===== src/rtl/blink_arbiter.sv =====
// Round-robin sequencer for the shared status LED: grants one requester at a time and blinks its burst.
// Optional macro BLINK_ABORT_EN: the owner dropping req mid-service aborts the burst without a done pulse.
module blink_arbiter #(
    parameter int NREQ        = 4,
    parameter int HALF_PERIOD = 15000,
    parameter int DIV_W       = 21,
    parameter int CNT_W       = 4
) (
    input  logic                  clk,
    input  logic                  rst_n,
    input  logic [NREQ-1:0]       req,
    input  logic [NREQ*CNT_W-1:0] req_count,
    output logic [NREQ-1:0]       grant,
    output logic [NREQ-1:0]       done,
    output logic                  led,
    output logic                  busy
);
    localparam int PW = $clog2(NREQ);
    localparam int unsigned NREQ_U = NREQ;
    localparam logic [DIV_W-1:0] RELOAD = DIV_W'(HALF_PERIOD - 1);

    typedef enum logic [1:0] {IDLE, ON, OFF} state_t;

    state_t            state_q, state_d;
    logic              led_q, led_d;
    logic              busy_q, busy_d;
    logic [NREQ-1:0]   grant_q, grant_d;
    logic [NREQ-1:0]   done_q, done_d;
    logic [DIV_W-1:0]  div_q, div_d;
    logic [CNT_W-1:0]  rem_q, rem_d;
    logic [PW-1:0]     ptr_q, ptr_d;
    logic [PW-1:0]     owner_q, owner_d;

    logic              found;
    logic [PW-1:0]     win;
    logic [PW-1:0]     win_next;
    logic [NREQ-1:0]   avail;
    logic [CNT_W-1:0]  cnt;
    int unsigned       idx;

    always_ff @(posedge clk) begin
        if (!rst_n) begin
            state_q <= IDLE;
            led_q   <= 1'b0;
            busy_q  <= 1'b0;
            grant_q <= '0;
            done_q  <= '0;
            div_q   <= '0;
            rem_q   <= '0;
            ptr_q   <= '0;
            owner_q <= '0;
        end else begin
            state_q <= state_d;
            led_q   <= led_d;
            busy_q  <= busy_d;
            grant_q <= grant_d;
            done_q  <= done_d;
            div_q   <= div_d;
            rem_q   <= rem_d;
            ptr_q   <= ptr_d;
            owner_q <= owner_d;
        end
    end

    always_comb begin
        state_d = state_q;
        led_d   = led_q;
        busy_d  = busy_q;
        grant_d = grant_q;
        done_d  = '0;
        div_d   = div_q;
        rem_d   = rem_q;
        ptr_d   = ptr_q;
        owner_d = owner_q;

        // A requester currently pulsing done is skipped so it can drop req first.
        avail = req & ~done_q;
        found = 1'b0;
        win   = '0;
        idx   = 0;
        for (int unsigned i = 0; i < NREQ_U; i++) begin
            idx = (32'(ptr_q) + i) % NREQ_U;
            if (!found && avail[idx]) begin
                found = 1'b1;
                win   = PW'(idx);
            end
        end
        win_next = (win == PW'(NREQ - 1)) ? '0 : win + 1'b1;
        cnt      = req_count[32'(win)*CNT_W +: CNT_W];

        case (state_q)
            IDLE: begin
                if (found) begin
                    ptr_d = win_next;
                    if (cnt != '0) begin
                        grant_d = NREQ'(1) << win;
                        led_d   = 1'b1;
                        busy_d  = 1'b1;
                        state_d = ON;
                        rem_d   = cnt;
                        div_d   = RELOAD;
                        owner_d = win;
                    end else begin
                        done_d[win] = 1'b1;
                    end
                end
            end
            ON: begin
                if (div_q == '0) begin
                    led_d   = 1'b0;
                    state_d = OFF;
                    div_d   = RELOAD;
                end else begin
                    div_d = div_q - 1'b1;
                end
            end
            OFF: begin
                if (div_q == '0) begin
                    rem_d = rem_q - 1'b1;
                    if (rem_q != CNT_W'(1)) begin
                        led_d   = 1'b1;
                        state_d = ON;
                        div_d   = RELOAD;
                    end else begin
                        state_d         = IDLE;
                        grant_d         = '0;
                        busy_d          = 1'b0;
                        done_d[owner_q] = 1'b1;
                    end
                end else begin
                    div_d = div_q - 1'b1;
                end
            end
            default: state_d = IDLE;
        endcase

`ifdef BLINK_ABORT_EN
        if (state_q != IDLE && !req[owner_q]) begin
            state_d = IDLE;
            led_d   = 1'b0;
            grant_d = '0;
            busy_d  = 1'b0;
            done_d  = '0;
            div_d   = '0;
            rem_d   = '0;
        end
`endif
    end

    assign grant = grant_q;
    assign done  = done_q;
    assign led   = led_q;
    assign busy  = busy_q;
endmodule


===== config.mk =====
export PLATFORM = sky130hd
export DESIGN_NAME = blink_arbiter
export DESIGN_NICKNAME = d
export VERILOG_FILES = /design/src/rtl/blink_arbiter.sv
export SDC_FILE = /design/constraint.sdc
export NUM_CORES = 1
export LEC_CHECK = 0
export ABC_AREA = 1
export CORE_AREA = 2 2 76 78
export DETAILED_ROUTE_END_ITERATION = 12
export DIE_AREA = 0 0 78 80
export PLACE_DENSITY = 0.93
export SLEW_MARGIN = 40
export SYNTH_ARGS = -nofsm -noshare
export SYNTH_HDL_FRONTEND = slang
export SYNTH_SLANG_ARGS = --single-unit

===== constraint.sdc =====
create_clock -name clk -period 5 [get_ports clk]
set_input_delay 1 -clock clk [delete_from_list [all_inputs] [get_ports clk]]
set_output_delay 1 -clock clk [all_outputs]
set_load 0.01 [all_outputs]

==> results of run 1 <==
-- logic make-up (layout without fill, tap and decap cells) --
family / count (synthesis) / count (layout) / synth area share [%]
compound gates: 43 / 43 / 7.41
xor+xnor: 2 / 2 / 0.549
fa+ha+maj: 13 / 13 / 5.09
buf+inv: 109 / 134 / 14.6
flops: 41 / 41 / 25.7
simple gates: 315 / 315 / 46.6
-- registers in the layout, summed over array words and instances (netlist names) --
signal	flops
div_q	21
done	4
led	1
owner_q	2
state_q	2
busy	1
ptr_q	2
rem_q	4
grant	4
-- layer usage --
metal | vias up | wire, µm
met5 | - | 0
met4 | 0 | 189
met3 | 22 | 481
met2 | 147 | 4020
met1 | 1539 | 3310
li1 | 1687 | -
-- worst reg2reg max path, cell delays in order (launching register included) --
cell     delay [ns]
dfxtp_1        0.61
inv_6          0.10
nand3_2        0.10
nand2_1        0.08
nor2_2         0.16
nand4_1        0.45
nand3_2        0.39
inv_1          0.15
nand2_1        0.09
nand3_1        0.07
nand2_1        0.14
nor2_4         0.06
nand2_2        0.09
nand2_2        0.07
nand2_4        0.25
nand3_1        0.15
nand2_1        0.11
nor2_2         0.04
-- power by group --
group | internal, mW | leakage, nW | switching, mW
Clock | 0.201 | 0.0687 | 0.131
Sequential | 0.455 | 0.338 | 0.116
Combinational | 0.565 | 1.46 | 1.14
Total | 1.22 | 1.86 | 1.38
-- per-stage QoR --
stage	setup slack (ns)	util [%]	hold WS, ns	power (mW)
floorplan	2.30	-	0.471	1.93
global placement	1.25	64.6	0.453	2.15
detailed placement	1.08	64.8	0.455	2.23
CTS	1.38	67.3	0.469	2.58
global route	1.10	67.3	0.480	2.85
finish	1.33	67.3	0.470	2.61
-- path summary, 6_finish.rpt --
kind / from / end / slack, ns / cells past startpoint
min: busy$_SDFFE_PN0P_ / busy$_SDFFE_PN0P_ / 0.47 / 2
max reg2reg: ptr_q[0]$_SDFFE_PN0P_ / div_q[9]$_SDFFE_PN0P_ / 1.81 / 17
min reg2reg: busy$_SDFFE_PN0P_ / busy$_SDFFE_PN0P_ / 0.47 / 2
max: req[3] / div_q[9]$_SDFFE_PN0P_ / 1.33 / 17
-- placed cells by master, fill, tap and decap left out, drive strengths merged, types with 2 or more instances in the layout --
master / instances
clkinv: 5
o21ai: 12
clkbuf: 5
nand3: 74
nand2: 143
dfxtp: 41
a21oi: 24
nor2: 73
a31oi: 2
xor2: 2
ha: 13
nand4: 17
clkdlybuf4s50: 31
bufinv: 2
nor3: 5
inv: 90
o21bai: 2
-- layout make-up --
cell class / instances / area, µm² / area share (%)
inverter: 94 / 358 / 9.83
multi-input combinational: 373 / 1910 / 52.6
timing repair buffer: 32 / 318 / 8.73
clock buffer: 5 / 68.8 / 1.89
sequential: 41 / 821 / 22.6
tap: 72 / 90.1 / 2.48
clock inverter: 3 / 68.8 / 1.89
==> results.txt, run 1 <==
Clk_lat worst skew: 0.31 ns
WP data required: 5.23 ns
Synthesized flop and latch total: 41
RSZ-0062 raised after global routing: no
DRC: 0
Grt met2 use: 49.2%
Crit path max-delay family: simple AND/OR/NAND/NOR gates
Startpoint types: primary input
Final cell count without fillers: 620
Cell taking the most area after synthesis: dfxtp_1
CP Data Arrival Time: 3.90 ns
Worst Path Buf+Inv: 2
Netlist Area Pre-Place: 3190 µm²
Rel. slew slack: 59.0%
Clock Skews: 0.0180 ns
H-tree Lvls: 2
Sink Count: 41
Fillers: 442
Layout cells sized above 1: 9.85%
Bufs on Longest Clock Path: 2
Most common cell in the synthesized netlist: nand2_1
CP most frequent cell: nand2_1
Run status: finished clean
Hold_buf cts: 0
Final Cell Area: 3640 µm²
FFs w/ async S/R, synth: 0%
Leak pwr: 1.86 nW
Setup bufs post-CTS: 0
Cell count after synthesis: 523
Total negative setup slack: 0 ns
CP Class: primary input to register
Dpl hpwl: 5.76 mm
Initial core utilization: 59.1%
EDFF count, synth: 0
GRT overflow: 0
All-layer global routing usage: 26.3%
Crit path capture type: register
Syn Area/Cell: 6.11 µm²
Busiest metal layer after global routing: met2
Post-synth cell types: 32
Port Buffer Count: 31
First drt pass iteration count: 5
Die Wd: 78 µm
Max-Cap Viols: 0
Largest net degree at the start of global routing: 30
CTS tree: done
Slowest stage delay, CP: 0.45 ns
Vias in the first global route: 3,142
Ordered cell list for the critical path: clkdlybuf4s50_1, nand3_1, nand2_1, nor2_2, nand4_1, nand3_2, inv_1, nand2_1, nand3_1, nand2_1, nor2_4, nand2_2, nand2_2, nand2_4, nand3_1, nand2_1, nor2_2
GR Util met1: 29.4%
Slew @ Worst Pin: 0.615 ns
Drt via density: 5.48
DR iter-0 viols: 202
Post-Place Cells: 612
Peak supply drop: 325 µV
Final hold viol count: 0
Post-synth top area share: 25.7%
Slew Limit Fails: 0
Area added between synthesis and finish: 13.9%
Core ar.: 5410 µm²
Synth Warn #: 0
CP max-delay cell: nand4_1
Tcrit/Tclk final: 73.5%
Row cnt: 27
Initial antenna violation count: 0
Drt wl/cell: 12.9 µm
Final #Nets: 582
Setup violators final: 0
Vias after detailed routing: 3,395
Seq/Total Area, Yosys: 25.7%
Worst hold path class: register to register
Post-synth top cells: 127 x nand2_1, 80 x inv_1, 65 x nor2_1
Clock slew seen by the registers of the worst setup and hold paths: 0.10 ns
First-pass GRT wire length: 13.5 mm
Post-route ant nets: 0
Cts repair resizes: 0
# IOs: 32
Placed Area: 3500 µm²
Die Y: 80 µm
Predominant post-synthesis flop cell: dfxtp_1
Total CTS buffers: 5
Top post-synthesis cells by area: dfxtp_1 26%, nand2_1 15%, nand3_1 9.9%
Number of diodes: 0
Routability cong.: 0.868
Die ar.: 6240 µm²
Pwr/cell area: 716 nW/µm²
Met3 GRT Util: 4.19%
Root Driver: clkbuf_8
Syn nets: 558
Fmax achieved: 272 MHz
WL final: 8.00 mm
CP Max Fanout: 22
Tmin final: 3.67 ns
No activity file was read; power rests on OpenSTA's default activity.
==> inputs of run 2 (changes only) <==
--- a/config.mk
+++ b/config.mk
@@ -6,10 +6,10 @@
 export NUM_CORES = 1
 export LEC_CHECK = 0
 export ABC_AREA = 1
-export CORE_AREA = 2 2 76 78
+export CORE_AREA = 2 2 78 80
 export DETAILED_ROUTE_END_ITERATION = 12
-export DIE_AREA = 0 0 78 80
-export PLACE_DENSITY = 0.93
+export DIE_AREA = 0 0 80 82
+export PLACE_DENSITY = 0.9
 export SLEW_MARGIN = 40
 export SYNTH_ARGS = -nofsm -noshare
 export SYNTH_HDL_FRONTEND = slang
==> constraint.sdc (replaced) <==
create_clock -name clk -period 3.65 [get_ports clk]
set_input_delay 0.73 -clock clk [delete_from_list [all_inputs] [get_ports clk]]
set_output_delay 0.73 -clock clk [all_outputs]
set_load 0.01 [all_outputs]
==> run 2 against run 1 <==
Register-to-register slack lost 1.0 ns. Via count decreased by 1.4%. Die area grew 5.1%. Core utilization is 4.7 points lower. Worst hold slack got worse by 0.0012 ns. Clock skew shrank 0.0065 ns. Final area fell by 1.1%. Sequential power rose by 37%. Clock-buffer cell count grew 2. First-iteration DRC count decreased by 5.9%. Flip-flop and latch count did not move. Sequential share of layout area rose by 0.26 points.
==> results.txt, run 2 (synthesis results as in run 1) <==
Die ar.: 6560 µm²
Core ar.: 5750 µm²
Peak supply drop: 508 µV
WL final: 7.57 mm
Sw frac: 54.1%
DRC: 0
Final core utilization: 62.6%
Pwr/cell area: 940 nW/µm²
Bufs on Longest Clock Path: 2
All-layer global routing usage: 23.8%
Sink Count: 41
Row cnt: 28
DR iter-0 viols: 190
Final #Nets: 584
First drt pass iteration count: 5
Largest net degree at the start of global routing: 25
CP Max Fanout: 24
Dpl hpwl: 5.71 mm
Slew @ Worst Pin: 0.548 ns
Max-Cap Viols: 0
WP data required: 3.85 ns
Fmax achieved: 323 MHz
Rel. slew slack: 63.3%
Die Y: 82 µm
Setup bufs post-CTS: 0
Layout cells sized above 1: 9.84%
# IOs: 32
Routability cong.: 0.949
Combinational share of power: 67.8%
H-tree Lvls: 2
Max reg flops: 21
Final hold viol count: 0
Slew Limit Fails: 0
RSZ-0062 raised after global routing: no
P_sw: 1.83 mW
Crit path capture type: register
CP Class: primary input to register
Port Buffer Count: 31
CTS tree: done
Vias in the first global route: 3,027
Drt wl/cell: 12.1 µm
Clock slew seen by the registers of the worst setup and hold paths: 0.08 ns
Clock Skews: 0.0115 ns
Cts repair resizes: 0
Worst hold path class: register to register
Total CTS buffers: 5
Largest reg by FF count: div_q
Hold_buf cts: 0
Area added between synthesis and finish: 12.7%
Root Driver: clkbuf_8
Leak pwr: 1.85 nW
Most frequent cells in the layout: 127 x nand2_1, 80 x inv_1, 65 x nor2_1
Setup violators final: 0
Tmin final: 3.09 ns
P_int: 1.55 mW
Tcrit/Tclk final: 84.7%
Part of the power in registers: 23.1%
Run status: finished clean
Drt via density: 5.36
Commonest non-fill, non-tap cell in the layout: nand2_1
Initial antenna violation count: 0
CP Data Arrival Time: 3.29 ns
Number of diodes: 0
Initial core utilization: 55.6%
Startpoint types: primary input
Post-route ant nets: 0
Clock group share of total power: 9.1%
Clk_lat worst skew: 0.30 ns
First-pass GRT wire length: 12.6 mm
Die Wd: 80 µm
GRT overflow: 0
Total negative setup slack: 0 ns
Vias after detailed routing: 3,347
[run 2: area by class of cell]
type                    count  area, µm²
fillers                   529       2150
multi-input cells         373       1910
flip-flops and latches     41        821
inverters                  94        358
repair buffers             34        333
well taps                  75       93.8
clock buffers               7       86.3
[run 2: final timing paths]
check / startpoint / to / slack (ns) / cells past startpoint
setup reg to reg: ptr_q[0]$_SDFFE_PN0P_ / div_q[4]$_SDFFE_PN0P_ / 0.78 / 17
hold / removal: grant[1]$_SDFFE_PN0P_ / grant[1]$_SDFFE_PN0P_ / 0.47 / 2
hold reg to reg: grant[1]$_SDFFE_PN0P_ / grant[1]$_SDFFE_PN0P_ / 0.47 / 2
setup / recovery: req[2] / div_q[4]$_SDFFE_PN0P_ / 0.56 / 18
[run 2: through the flow]
step	instance area [µm²]	setup slack, ns	total power [mW]	instances	hold WS (ns)
global placement	3510	0.406	2.95	617	0.448
detailed placement	3510	0.293	3.04	617	0.457
finish	3600	0.557	3.38	624	0.469
global route	3600	0.279	3.73	624	0.499
floorplan	3190	1.22	2.65	523	0.471
CTS	3600	0.608	3.36	624	0.469
[run 2: layer usage]
layer / global-route usage, % / vias up / share of wire (%)
met5: 0 / - / 0
met4: 8.47 / 0 / 1.7
met3: 3.52 / 16 / 5.2
met2: 44.3 / 114 / 50
met1: 27.8 / 1522 / 43
li1: - / 1695 / -
[run 2: worst max-delay path: stages]
cell	delay, ns
clkdlybuf4s50_1	0.50
nand3_1	0.12
nand2_1	0.16
nand2_1	0.08
nand2_1	0.09
nand2_2	0.06
nand3_2	0.14
nand3_2	0.24
inv_1	0.19
nand2_1	0.06
nand3_1	0.06
nand2_1	0.10
nor2_4	0.13
nand3_4	0.14
nand3_4	0.26
nand2_1	0.11
inv_2	0.06
nor2_1	0.03
[run 2: power by group through the flow]
stage | Clock [mW] | Combinational, mW | Sequential, mW
floorplan | 0 | 1.89 | 0.751
global placement | 0 | 2.17 | 0.778
detailed placement | 0 | 2.26 | 0.787
CTS | 0.312 | 2.27 | 0.778
global route | 0.322 | 2.61 | 0.804
finish | 0.309 | 2.29 | 0.782
